--- src/rtl/bitmap_encoder_8x3.sv ---
// Serializes an 8-bit request bitmap into a stream of 3-bit indices, one per set bit.
// Optional macro ENC_ZERO_ERR_EN adds the err_zero pulse output for accepted all-zero bitmaps.
module bitmap_encoder_8x3 #(
  parameter logic LSB_FIRST = 1'b1
) (
  input  logic       clk,
  input  logic       rst_n,
  input  logic       in_valid,
  output logic       in_ready,
  input  logic [7:0] in_bits,
  output logic       out_valid,
  input  logic       out_ready,
  output logic [2:0] out_idx,
  output logic       out_last,
  output logic       busy
`ifdef ENC_ZERO_ERR_EN
  ,
  output logic       err_zero
`endif
);

  typedef enum logic {
    IDLE = 1'b0,
    SCAN = 1'b1
  } state_t;

  state_t     state_r;
  state_t     state_nxt_s;
  logic [7:0] pend_r;
  logic [7:0] pend_nxt_s;
  logic [2:0] idx_s;
  logic       last_s;
  logic       in_ready_s;
  logic       out_valid_s;

  function automatic logic [2:0] prio_enc(input logic [7:0] v, input logic lsb_first);
    logic [2:0] idx;
    idx = 3'd0;
    if (lsb_first) begin
      for (int i = 7; i >= 0; i--) begin
        if (v[i]) begin
          idx = 3'(i);
        end else begin
          idx = idx;
        end
      end
    end else begin
      for (int i = 0; i < 8; i++) begin
        if (v[i]) begin
          idx = 3'(i);
        end else begin
          idx = idx;
        end
      end
    end
    return idx;
  endfunction

  function automatic logic is_single_bit(input logic [7:0] v);
    return (v != 8'd0) && ((v & (v - 8'd1)) == 8'd0);
  endfunction

  // Index and last flag depend only on pending bits, so no input-to-output paths exist.
  assign idx_s       = prio_enc(pend_r, LSB_FIRST);
  assign last_s      = is_single_bit(pend_r);
  assign in_ready_s  = (state_r == IDLE);
  assign out_valid_s = (state_r == SCAN);

  assign in_ready  = in_ready_s;
  assign out_valid = out_valid_s;
  assign busy      = out_valid_s;
  assign out_idx   = idx_s;
  assign out_last  = last_s;

  // Next-state and pending-bit update.
  always_comb begin
    state_nxt_s = state_r;
    pend_nxt_s  = pend_r;
    case (state_r)
      IDLE: begin
        if (in_valid && (in_bits != 8'd0)) begin
          pend_nxt_s  = in_bits;
          state_nxt_s = SCAN;
        end else begin
          state_nxt_s = IDLE;
        end
      end
      SCAN: begin
        if (out_ready) begin
          pend_nxt_s = pend_r & ~(8'd1 << idx_s);
          if (last_s) begin
            state_nxt_s = IDLE;
          end else begin
            state_nxt_s = SCAN;
          end
        end else begin
          state_nxt_s = SCAN;
        end
      end
      default: begin
        state_nxt_s = IDLE;
        pend_nxt_s  = 8'd0;
      end
    endcase
  end

  // State and pending-bit registers.
  always_ff @(posedge clk or negedge rst_n) begin
    if (!rst_n) begin
      state_r <= IDLE;
      pend_r  <= 8'd0;
    end else begin
      state_r <= state_nxt_s;
      pend_r  <= pend_nxt_s;
    end
  end

`ifdef ENC_ZERO_ERR_EN
  logic zero_hit_s;
  logic err_zero_r;

  assign zero_hit_s = in_ready_s && in_valid && (in_bits == 8'd0);
  assign err_zero   = err_zero_r;

  // One-cycle pulse after an all-zero bitmap is accepted.
  always_ff @(posedge clk or negedge rst_n) begin
    if (!rst_n) begin
      err_zero_r <= 1'b0;
    end else begin
      err_zero_r <= zero_hit_s;
    end
  end
`endif

endmodule

--- config.mk ---
export PLATFORM = sky130hd
export DESIGN_NAME = bitmap_encoder_8x3
export DESIGN_NICKNAME = d
export VERILOG_FILES = /design/src/rtl/bitmap_encoder_8x3.sv
export SDC_FILE = /design/constraint.sdc
export NUM_CORES = 1
export LEC_CHECK = 0
export CAP_MARGIN = 20
export CORE_MARGIN = 4
export CORE_UTILIZATION = 40
export CTS_CLUSTER_DIAMETER = 50
export DETAILED_ROUTE_END_ITERATION = 10
export GPL_TIMING_DRIVEN = 1
export PLACE_DENSITY = 0.81
export SKIP_CTS_REPAIR_TIMING = 1
export SYNTH_ARGS = -nofsm -noshare
export SYNTH_HDL_FRONTEND = slang
export SYNTH_SLANG_ARGS = --single-unit
--- constraint.sdc ---
create_clock -name clk -period 3.7 [get_ports clk]
set_input_delay 0.37 -clock clk [delete_from_list [all_inputs] [get_ports clk]]
set_output_delay 0.37 -clock clk [all_outputs]
set_load 0.01 [all_outputs]
# [Yosys cells after proc, flatten, opt, wreduce, memory -nomap -nowiden]
# Cells that the tools add are included.
[totals] ff_bits=9 input_bits=12 out_inout_bits=7 elab_cells=31
[classes] addsub=1 n_eq_ne=2 n_shift=1 muxes=15 bitwise_logic=4 n_reduce_logical=6
[op_table] cell="two-way mux 3 bit" count=8
[op_table] cell="AND 8 bit" count=2
[op_table] cell="two-way mux 8 bit" count=2
[op_table] cell="one-hot mux 8 bit (2 select lines)" count=1
[op_table] cell="nonzero test 8 bit" count=2
[op_table] cell="zero test 8 bit" count=1
[op_table] cell="inverter 8 bit" count=1
[op_table] cell="<< shifter 1 x 3 -> 8 bit (first input constant)" count=1
[op_table] cell="subtractor 8 x 1 -> 8 bit (second input constant)" count=1
[op_table] cell="two-way mux 1 bit" count=3
[op_table] cell="logical AND 1 bit" count=2
[op_table] cell="inequality test 2 x 1 -> 1 bit (second input constant)" count=1
[op_table] cell="inequality test 2 bit (second input constant)" count=1
[op_table] cell="one-hot mux 1 bit (2 select lines)" count=1
[op_table] cell="AND reduction 2 bit" count=1
[op_table] cell="inverter 1 bit" count=1

# [Depth between registers and ports, before layout]
# Gate-level depths: netlist of run 1.
[depth] word_depth=13 ltp_mapped=7 ltp_nobuf=5

# [Least setup slack after synthesis of run 1]
# OpenSTA, ideal clock, no wires.
[synth_path] path_kind="reg2out" from="register pend_r[1]" to="output out_last" arrival_ps=1651 required_time_ps=3330 path_slack_ps=1679 path_stages_with_launch=7 path_buffers=1 cell_sequence="dfrtp_1 buf_6 or4_4 or3_4 a21oi_2 a21oi_1 nor2_1"
[synth_via] elab_chain_len=4 elab_cells_between_ends=5 classes_between="add/sub: 1; bitwise: 1; reduce/logical: 3"
[synth_lines] element="start, declared" line_no="29" text="logic [7:0] pend_r;"
[synth_lines] element="start signal, assigned" line_no="114" text="pend_r <= pend_nxt_s;"
[synth_lines] element="subtractor 8 x 1 -> 8 bit" line_no="60" text="return (v != 8'd0) && ((v & (v - 8'd1)) == 8'd0);"
[synth_lines] element="AND 8 bit" line_no="60"
[synth_lines] element="zero test 8 bit" line_no="60"
[synth_lines] element="logical AND 1 bit *" line_no="60"
[synth_lines] element="end, declared" line_no="14" text="output logic out_last,"
# Mark *: on every way between the ends. The rest lies on a longest branch, timed or not.

# [Worst setup path in the final report of run 1]
[layout_path] from="register pend_r[2]" to="output out_last"
# Same word-level chain as after synthesis.

==> results of run 1 <==
[cells in the final DEF, fill, tap and decap left out, types with 2 or more instances in the layout]
master / instances
inv_1: 3
dfrtp_1: 9
nand2b_1: 3
nand2_1: 7
o31ai_1: 2
a21o_1: 2
o21ai_0: 8
a22o_1: 6
a21oi_1: 4
nor4_1: 3
clkdlybuf4s50_1: 18
nor2_1: 8
clkbuf_4: 3
[layout make-up]
class / count / area share
Multi-Input combinational cell: 55 / 0.420
Inverter: 3 / 0.0139
Clock buffer: 4 / 0.0325
Sequential cell: 9 / 0.278
Timing Repair Buffer: 19 / 0.232
Tap cell: 15 / 0.0232
[logic make-up after synthesis]
logic type / share of synthesized area
buffers and inverters: 0.0775
flip-flops: 0.367
AND/OR/NAND/NOR: 0.222
AO/OA/AOI/OAI: 0.333
[state kept, by name, summed over array words and instances (netlist names)]
register	count
busy	1
pend_r	8
[worst paths after layout]
path	from	endpoint	depth (start not counted)
setup / recovery	pend_r[2]	out_last	6
hold / removal	rst_n	busy	1
setup reg to reg	pend_r[2]	busy	5
hold reg to reg	pend_r[5]	pend_r[5]	1
max in group asynchronous	rst_n	pend_r[0]	1
min in group clk	pend_r[5]	pend_r[5]	1
[power groups by stage]
stage	sequential, mW	clock [mW]	combinational [mW]
floorplan	0.184	0	0.352
global placement	0.230	0	0.470
detailed placement	0.233	0	0.474
CTS	0.231	0.0806	0.476
global route	0.242	0.0847	0.524
finish	0.235	0.0809	0.473
[through the flow]
| stage | hold WS, ns | util |
|---|---|---|
| 2_1_floorplan | 0.0744 | - |
| 3_5_place_dp | 0.605 | 0.573 |
| 4_1_cts | 0.409 | 0.592 |
| 6_report | 0.405 | 0.592 |
| 5_1_grt | 0.420 | 0.592 |
| 3_3_place_gp | 0.587 | 0.573 |
[routing by layer]
metal  part of all wire  up-vias  GRT usage
met2               0.46       30      0.263
met4              0.026        0     0.0994
met3               0.10        7     0.0498
met5                  0        -          0
met1               0.41      301      0.156
li1                   -      303          -
[worst reg2reg max path, cell delays in order, from the launching register on]
cell and delay [ns]:
dfrtp_1 0.45, or4_4 0.56, or3_4 0.35, a21oi_2 0.11, a21oi_1 0.06, o32a_1 0.35
==> results.md, run 1 <==
- The run finished with clean final reports.
- The count of buffer and inverter cells on the critical path is 1.
- Compared with the post-synthesis result, the final layout area differs by 32.0%.
- The internal power of the cells totals ~0.45 mW.
- Yosys printed 0 warnings.
- The final non-filler cell area is ~800 sq um.
- The relative slew slack is 0.710.
- The floorplan step defined a die boundary enclosing between 0.002 and 0.0025 sq mm.
- The finished layout holds about 110 standard cells, fillers aside.
- For this run, the leading register cell type out of synthesis is dfrtp_1.
- Wires add up to around 1.6 mm.
- The capturing element type of the critical path is an output pin.
- The combined area of the multi-input logic cells is approximately 340 sq um.
- Once detail routing completed, the nets flagged for antenna violations numbered 0.
- The number of iterations in the first detailed-routing pass is 4.
- The placed cell area is between 700 and 800 sq um.
- The share of total power dissipated in the clock network is 0.103.
- Dividing the synthesized area by the synthesized cell count gives 8.40 sq um.
- After synthesis the cells add up to roughly 600 sq um.
- The total setup violations reported at the end of the flow is 0.
- The initial utilization of the core area, before any placement, comes to 0.449.
- The async set-or-reset flop fraction in the synthesized netlist is 1.00.
- Of the post-synthesis cell area, the dominant cell type holds 0.367.
- The number of placed instances, taps included is a little over 100.
- At the end of routability-driven placement, the weighted congestion stood at roughly 0.87.
- The number of sinks on the clock net is 9.
- The horizontal extent of the die is around 47 microns.
- The overall overflow remaining after global route is 0.
- The post-place setup slack is around 1.2 ns.
- The final cycle utilization of the critical path is 0.760.
- The critical path goes through or4_4 -> or3_4 -> a21oi_2 -> a21oi_1 -> nor2_1 -> clkdlybuf4s50_1.
- After clock tree synthesis, the clock-pin slew on the worst setup and hold paths is 0.07 ns.
- In this run, distinct cell masters in the synthesized netlist total 28.
- For this run, the register share of the synthesized area comes to 0.367.
- Setup repair after global routing left no endpoint under its margin.
- The total core area is around 0.0014 sq mm.
- The clock period minus final worst setup slack is 2.81 ns.
- In the final layout, the share of cells above drive strength 1 is 0.0778.
- The worst stage delay on the critical path is between 0.5 and 0.6 ns.
- The transition at the pin with the smallest max-transition slack is between 0.4 and 0.5 ns.
- The switching power as a share of total power is 0.431.
- The post-detailed-route wirelength per cell is ~15 microns.
- IR analysis of the VDD net gives a maximum drop of just under 0.0005 V.
- The final setup slack of the worst path is between 0.8 and 0.9 ns.
- The worst setup path category is reg2out.
- The post-detailed-route DRC marker count is 0.
- The path class of the lowest-slack min-delay path is in2async.
- The total CTS buffers is 3.
- STA classifies the critical path startpoint as a flop.
- The flip-flop and latch count after synthesis is 9.
- The final count of pins violating max slew is 0.
- The data arrival time of the worst path is 2.44 ns.
- The final total negative setup slack is 0 ns.
- Registers take ~230 sq um.
- The first global-routing pass estimated 2.28 mm of wire.
- The commonest cells after synthesis are dfrtp_1, nor2_1, o21ai_0, nand2_1, a22o_1.
- The post-synthesis net count is 85.
- The max-cap check violation count is 0.
- The total routing resource utilization after global routing is 0.152.
- At the worst endpoint, the required time is ~3.3 ns.
- In the final design database the tool counted 103 nets.
- The half-perimeter wire length after detailed placement is 1.19 mm.
- The clock insertion delay at the later pin of the skew report is 0.27 ns.
- The number of enable-type register cells in the synthesized netlist is 0.
- The number of global-route vias before repair is about 570.
- The library cell contributing the largest single delay on the critical path is or4_4.
- The standby leakage power is 0.338 nW.
- The share of total power dissipated in sequential elements is 0.298.
- The maximum number of pins on one net before global-route repair is 13.
- The clock tree from TritonCTS is done.
- CTS built an H-tree with a depth of 1.
- The highest clock rate is approximately 0.36 GHz.
- The gate count of the mapped netlist is 73.
- Counting the fill cells in the layout gives approximately 130.
- The die is about 47 microns tall.
- The initial antenna violation count came to 0.
- The number of placed I/O pins is 19.
- The final-report hold violation count was 0.
- The final route contains roughly 640 vias.
- The net switching power figure is 0.340 mW.
- The leading area contributor after synthesis is dfrtp_1.
- The root buffer cell chosen for the clock tree is clkbuf_4.
- The detail-routed via count per cell is approximately 6.1.
- Overall power consumption after layout is estimated at a little under 0.8 mW.
- Of all nets on the critical path, the largest fanout is 8.
- On the final layout, the worst clock skew is between 0.003 and 0.004 ns.
- The slack of the worst reg-to-reg path is about 1.7 ns.
- The power density of the placed cells is approximately 970 mW/mm^2.
- The power share of the combinational group is 0.600.
- After floorplanning, the core was divided into 13 placement rows.
- Ranked by total cell area, the synthesized netlist is headed by dfrtp_1, a22o_1, o21ai_0, nor2_1, nand2_1.
- The clock passes through at most 2 buffers.
- The number of diodes added for antenna fixing is 0.
- The top cell family by delay on the critical path is simple AND/OR/NAND/NOR gates.
- The most numerous cell in the Yosys netlist is dfrtp_1.
- The number of design-rule violations left by the first detailed-router iteration is 18.
- The number of port buffers is 18.
No activity file was read; power rests on OpenSTA's default activity.
==> run 2: changes to the inputs <==
--- a/config.mk
+++ b/config.mk
@@ -11,7 +11,7 @@
 export CTS_CLUSTER_DIAMETER = 50
 export DETAILED_ROUTE_END_ITERATION = 10
 export GPL_TIMING_DRIVEN = 1
-export PLACE_DENSITY = 0.81
+export PLACE_DENSITY = 0.84
 export SKIP_CTS_REPAIR_TIMING = 1
 export SYNTH_ARGS = -nofsm -noshare
 export SYNTH_HDL_FRONTEND = slang
==> constraint.sdc (replaced) <==
create_clock -name clk -period 2.45 [get_ports clk]
set_input_delay 0.245 -clock clk [delete_from_list [all_inputs] [get_ports clk]]
set_output_delay 0.245 -clock clk [all_outputs]
set_load 0.01 [all_outputs]
==> results.md, run 2 (synthesis gave the netlist of run 1 again) <==
- The run finished with clean final reports.
- From left edge to right edge, the die measures roughly 47 microns.
- The detail-routed via count per cell is between 5 and 6.
- The most numerous cell type found on the critical path is nor2_1.
- The share of total power dissipated in the clock network is 0.090.
- The count of non-filler cells in the finished layout is 110.
- At the pin with the least slew margin, the transition time is approximately 0.44 ns.
- The slack of the worst reg-to-reg path is roughly 0.5 ns.
- Of the total power, combinational logic draws 0.671.
- The top fanout value on the critical path is 5.
- The final cycle utilization of the critical path is 0.920.
- The leading cell type in the layout, fill and taps excluded is clkdlybuf4s50_1.
- In this run the critical register-to-register path is captured at busy.
- The library cells used most frequently in the layout, excluding fill and tap cells, are clkdlybuf4s50_1, dfrtp_1, nor2_1, o21ai_0, nand2_1.
- The path class of the lowest-slack min-delay path is in2async.
- The total core area is ~0.0014 sq mm.
- The final count of pins violating max slew is 0.
- The signal on the critical path passes through nand2b_1 -> a221oi_1 -> nor2_1 -> nor2_1 -> clkdlybuf4s50_1.
- The number of global-route vias before repair was 606.
- The internal portion of the total power is between 0.7 and 0.8 mW.
- For the final database, setup skew stands at 0.00201 ns.
- The number of antenna diodes in the final layout is 0.
- The capturing element type of the critical path is an output pin.
- The post-place setup slack is between 0.1 and 0.15 ns.
- The completed layout was analyzed and its total power is roughly 1.2 mW.
- The standby leakage power is about 0.38 nW.
- The total routing resource utilization after global routing is 0.176.
- The longest clock path from root to sink contains 2 buffers.
- The overall overflow remaining after global route is 0.
- The final route contains about 630 vias.
- Buffers inserted during clock tree synthesis total 3.
- Max-cap violations in this run came to 0.
- The fraction of layout cells with a size suffix above 1 is 0.126.
- In this run the critical register-to-register path is launched from pend_r[3].
- The first TritonRoute pass finished after 4 iterations.
- The number of port buffers is 18.
- The floorplan has 13 rows.
- Once placement completed, the tool counted placed cells totaling 106.
- The final antenna-violating net count is 0.
- The worst stage delay on the critical path is around 0.54 ns.
- The switching power as a share of total power is 0.423.
- The clock period minus final worst setup slack is 2.26 ns.
- The first-pass GRT wire length is between 2 and 3 mm.
- From synthesis to final layout, the design area changed by 38.6%.
- STA classifies the critical path startpoint as a flop.
- On the critical path, the stage with the largest delay is an instance of clkdlybuf4s50_1.
- Entering global routing, the biggest net connects 12 pins.
- The register with the highest flop count is pend_r.
- Derived from the worst setup path, the maximum achievable clock frequency is approximately 0.44 GHz.
- The number of sinks on the clock net is 9.
- The number of flip-flops in the largest register is 8.
- The number of design-rule violations left by the first detailed-router iteration is 12.
- The sequential power share is 0.239.
- The final setup slack of the worst path is slightly below 0.2 ns.
- The final total negative setup slack is 0 ns.
- The final-layout fill cell count is ~130.
- The clock-pin slew reported for the worst setup and hold paths after clock tree synthesis is 0.06 ns.
- At the end of routability-driven placement, the weighted congestion stood at roughly 0.83.
- The initial antenna violation count is 0.
- The overall routed net length is around 1.7 mm.
- The clock tree from TritonCTS is done.
- The library cell used as clock root buffer is clkbuf_4.
- Setup repair after global routing left no endpoint under its margin.
- Data on the critical path is required at its endpoint by 2.20 ns.
- The final-report hold violation count is 0.
- For this design the total switching power over the nets is between 0.5 and 0.6 mW.
- The worst IR drop on VDD is around 0.00075 V.
- The data arrival time of the worst path is 2.01 ns.
- The overall die area is between 0.002 and 0.0025 sq mm.
- In this run the number of H-tree levels came out at 1.
- The worst pin sits at a relative slew slack of 0.705.
- The worst setup path is of the reg2out kind.
- The number of placed I/O pins is 19.
- After legalization and detailed placement, the total HPWL measured around 1.3 mm.
- At the later pin of the worst-skew pair, clock insertion delay measures 0.26 ns.
- In the final routed layout, each cell accounts on average for about 15 microns.
- The total setup violations reported at the end of the flow is 0.
- The post-detailed-route DRC marker count is 0.
- The count of nets after finishing is 108.
- The number of cells on the worst reg-to-reg path is 5.
- The vertical extent of the die is ~47 microns.
- Power spread over the standard cell area amounts to between 1000 and 1500 mW/mm^2.
- The initial utilization of the core area, before any placement, comes to 0.449.
[run 2: cell types whose count changed in the layout (fill, tap and decap cells not counted), sizes merged]
cell / before / now
buf: 1 / 6
clkdlybuf4s50: 18 / 17
dlymetal6s2s: 0 / 1
[run 2: per-layer routing]
layer / track usage / up-vias / routed length (microns) / share of wire
met4: 0.0387 / 0 / 0 / 0
met3: 0.0651 / 0 / 102 / 0.061
met5: 0 / - / 0 / 0
met2: 0.287 / 16 / 826 / 0.49
met1: 0.222 / 298 / 743 / 0.44
li1: - / 311 / - / -
[run 2: how the worst max path moves through the flow]
stage | from | endpoint | cells past startpoint
after floorplan | pend_r[1] | busy | 6
after global placement | pend_r[3] | out_last | 6
after detailed placement | pend_r[3] | out_last | 6
after CTS | pend_r[3] | out_last | 6
after global routing | pend_r[6] | out_idx[0] | 5
final | pend_r[6] | out_idx[0] | 5
[run 2: critical path: cells and delay by family, from the launching register on]
kind,cells,cell delay (ns)
buffers and inverters,1,0.54
DFF,1,0.44
AOI/OAI and AO/OA,1,0.42
and+or+nand+nor,3,0.36
[run 2: through the flow]
stage | hold slack (ns) | instance area [sq um] | util
final | 0.275 | 850 | 0.622
after global placement | 0.548 | 821 | 0.601
after CTS | 0.282 | 847 | 0.620
after floorplan | -0.0506 | 613 | -
after detailed placement | 0.568 | 821 | 0.601
after global routing | 0.296 | 850 | 0.622
[run 2: area by class of cell]
class	count	area, sq um	area share
Clock buffer	4	26.3	0.0309
Inverter	3	11.3	0.0133
Multi-Input combinational cell	55	340	0.401
Sequential cell	9	225	0.265
Tap cell	15	18.8	0.0221
Timing Repair Buffer	24	228	0.268
[run 2: power by group through the flow]
stage               registers (mW)  logic, mW  clock network, mW
floorplan                    0.278      0.532                  0
global placement             0.292      0.835                  0
detailed placement           0.298      0.841                  0
CTS                          0.296      0.845              0.117
global route                 0.303      0.939              0.127
finish                       0.299      0.837              0.112
==> run 3: changes to the inputs <==
--- a/config.mk
+++ b/config.mk
@@ -11,7 +11,7 @@
 export CTS_CLUSTER_DIAMETER = 50
 export DETAILED_ROUTE_END_ITERATION = 10
 export GPL_TIMING_DRIVEN = 1
-export PLACE_DENSITY = 0.84
+export PLACE_DENSITY = 0.71
 export SKIP_CTS_REPAIR_TIMING = 1
 export SYNTH_ARGS = -nofsm -noshare
 export SYNTH_HDL_FRONTEND = slang
==> results.md, run 3 (synthesis gave the netlist of run 1 again) <==
- The flow ran to the end, and the final reports show no timing, DRC or antenna violations.
- The worst setup path category is reg2out.
- The row count is 13.
- The path class of the lowest-slack min-delay path is in2async.
- Across every metal layer, demand over resource in global routing totals 0.173.
- In the layout the commonest cells are clkdlybuf4s50_1, dfrtp_1, nor2_1, o21ai_0, nand2_1.
- For the final database, setup skew stands at roughly 0.0035 ns.
- The fraction of layout cells with a size suffix above 1 is 0.126.
- The repair_antennas step left the layout with diodes totalling 0.
- Setup repair after global routing left no endpoint under its margin.
- At the pin with the least slew margin, the transition time is approximately 0.42 ns.
- Summed over all nets, the half-perimeter wirelength after detailed placement is 1.28 mm.
- The final-report hold violation count was 0.
- For this configuration, the core starts out at a cell density of 0.449.
- The relative slew slack is 0.721.
- The register with the most flip-flops in the layout has 8 of them.
- The number of sinks on the clock net is 9.
- The floorplan step set the die width to 47.2 microns.
- The final count of pins violating max slew was 0.
- The clock-pin slew reported for the worst setup and hold paths after clock tree synthesis is approximately 0.07 ns.
- Counting the fill cells in the layout gives 134.
- The post-detailed-route wirelength per cell is 14.9 microns.
- Hold timing on the final database bottoms out at a slack of ~0.27 ns.
- The data arrival time of the worst path is around 2 ns.
- The final weighted congestion in routability-driven placement is slightly above 0.8.
- The standby leakage power is around 0.38 nW.
- Static timing analysis puts the maximum clock frequency at 0.445 GHz.
- The first TritonRoute pass finished after 5 iterations.
- Leaving out fill and tap cells, the most frequent cell in the layout is clkdlybuf4s50_1.
- The initial antenna violation count was 0.
- 19 I/O pins were placed.
- In the finished design, the share of the clock period the worst path needs comes to 0.918.
- The count of non-filler cells in the finished layout is between 100 and 150.
- The die is around 47 microns tall.
- The total CTS buffers is 3.
- The worst endpoint required time is 2.20 ns.
- Across the whole layout, storage elements account for roughly 230 sq um.
- Max-cap violations in this run came to 0.
- The total vias in the final route is around 630.
- The number of design-rule violations left by the first detailed-router iteration is 8.
- TritonCTS built the clock tree.
- Clock latency on the worst-skew pair, taken at its later pin, is approximately 0.26 ns.
- The synthesis-to-finish area growth is 38.6%.
- The library cell used as clock root buffer is clkbuf_4.
- For this run, design rule violations remaining after detail routing come to 0.
- The design draws 1.24 mW.
- In the final layout, the multi-input gates occupy between 300 and 400 sq um.
- The worst reg2reg path depth is 5.
- The clock period minus final worst setup slack is roughly 2.2 ns.
- The final layout contains routed wiring with a total length of about 1.6 mm.
- The overall overflow remaining after global route is 0.
- For this run, the post-layout net count is 108.
- The total setup violations reported at the end of the flow is 0.
- The number of port buffers is 18.
- The die covers around 0.0022 sq mm.
- The total core area is around 0.0014 sq mm.
- For this design the ratio of total power to cell area is roughly 1500 mW/mm^2.
- The register with the highest flop count is pend_r.
- The kind of start point of the critical path is a flop.
- The top fanout value on the critical path is 5.
- CTS built an H-tree with a depth of 1.
- Entering global routing, the biggest net connects 12 pins.
- The capturing element type of the critical path is an output pin.
- Measured on the finished design, the core utilization comes to 0.622.
- The detail-routed via count per cell is between 5 and 6.
- The maximum buffer depth of the clock tree is 2.
- The final antenna-violating net count is 0.
- The worst IR drop on VDD is approximately 0.00076 V.
- Adding up every negative setup slack in the final design gives 0 ns.
- The first global-routing pass estimated about 2.6 mm of wire.
- The number of global-route vias before repair is 594.
- In this run, placement finished with an instance count of approximately 110.
[run 3: final timing paths]
| kind | endpoint | slack (ns) | start |
|---|---|---|---|
| hold / removal | busy | 0.27 | rst_n |
| setup reg to reg | busy | 0.52 | pend_r[3] |
| min in group clk | pend_r[0] | 0.58 | in_bits[0] |
| max in group asynchronous | pend_r[1] | 1.89 | rst_n |
| hold reg to reg | pend_r[6] | 0.61 | pend_r[6] |
| setup / recovery | out_idx[0] | 0.20 | pend_r[6] |
[run 3: area by class of cell]
cell class | count | share of cell area
Clock buffer | 4 | 0.0309
Timing Repair Buffer | 24 | 0.268
Multi-Input combinational cell | 55 | 0.401
Sequential cell | 9 | 0.265
Tap cell | 15 | 0.0221
Inverter | 3 | 0.0133
[run 3: critical path, cell delays in order (launching register included)]
cell             delay [ns]
dfrtp_1                0.44
nand2b_1               0.18
a221oi_1               0.40
nor2_1                 0.08
nor2_1                 0.10
clkdlybuf4s50_1        0.54
[run 3: power by group]
group | internal, mW | total, mW | switching, mW
sequential | 0.217 | 0.297 | 0.0805
clock | 0.0630 | 0.119 | 0.0565
combinational | 0.440 | 0.827 | 0.387
[run 3: per-stage QoR]
step           setup slack [ns]  cell area [sq um]
2_1_floorplan             0.529                613
3_3_place_gp              0.156                821
3_5_place_dp              0.125                821
4_1_cts                  -0.175                847
5_1_grt                  0.0563                850
6_report                  0.202                850
[run 3: per-layer routing]
| layer | share of wire | GRT usage | vias to the layer above |
|---|---|---|---|
| met4 | 0.017 | 0.0994 | 0 |
| li1 | - | - | 317 |
| met3 | 0.061 | 0.0345 | 4 |
| met1 | 0.46 | 0.226 | 288 |
| met5 | 0 | 0 | - |
| met2 | 0.47 | 0.263 | 17 |
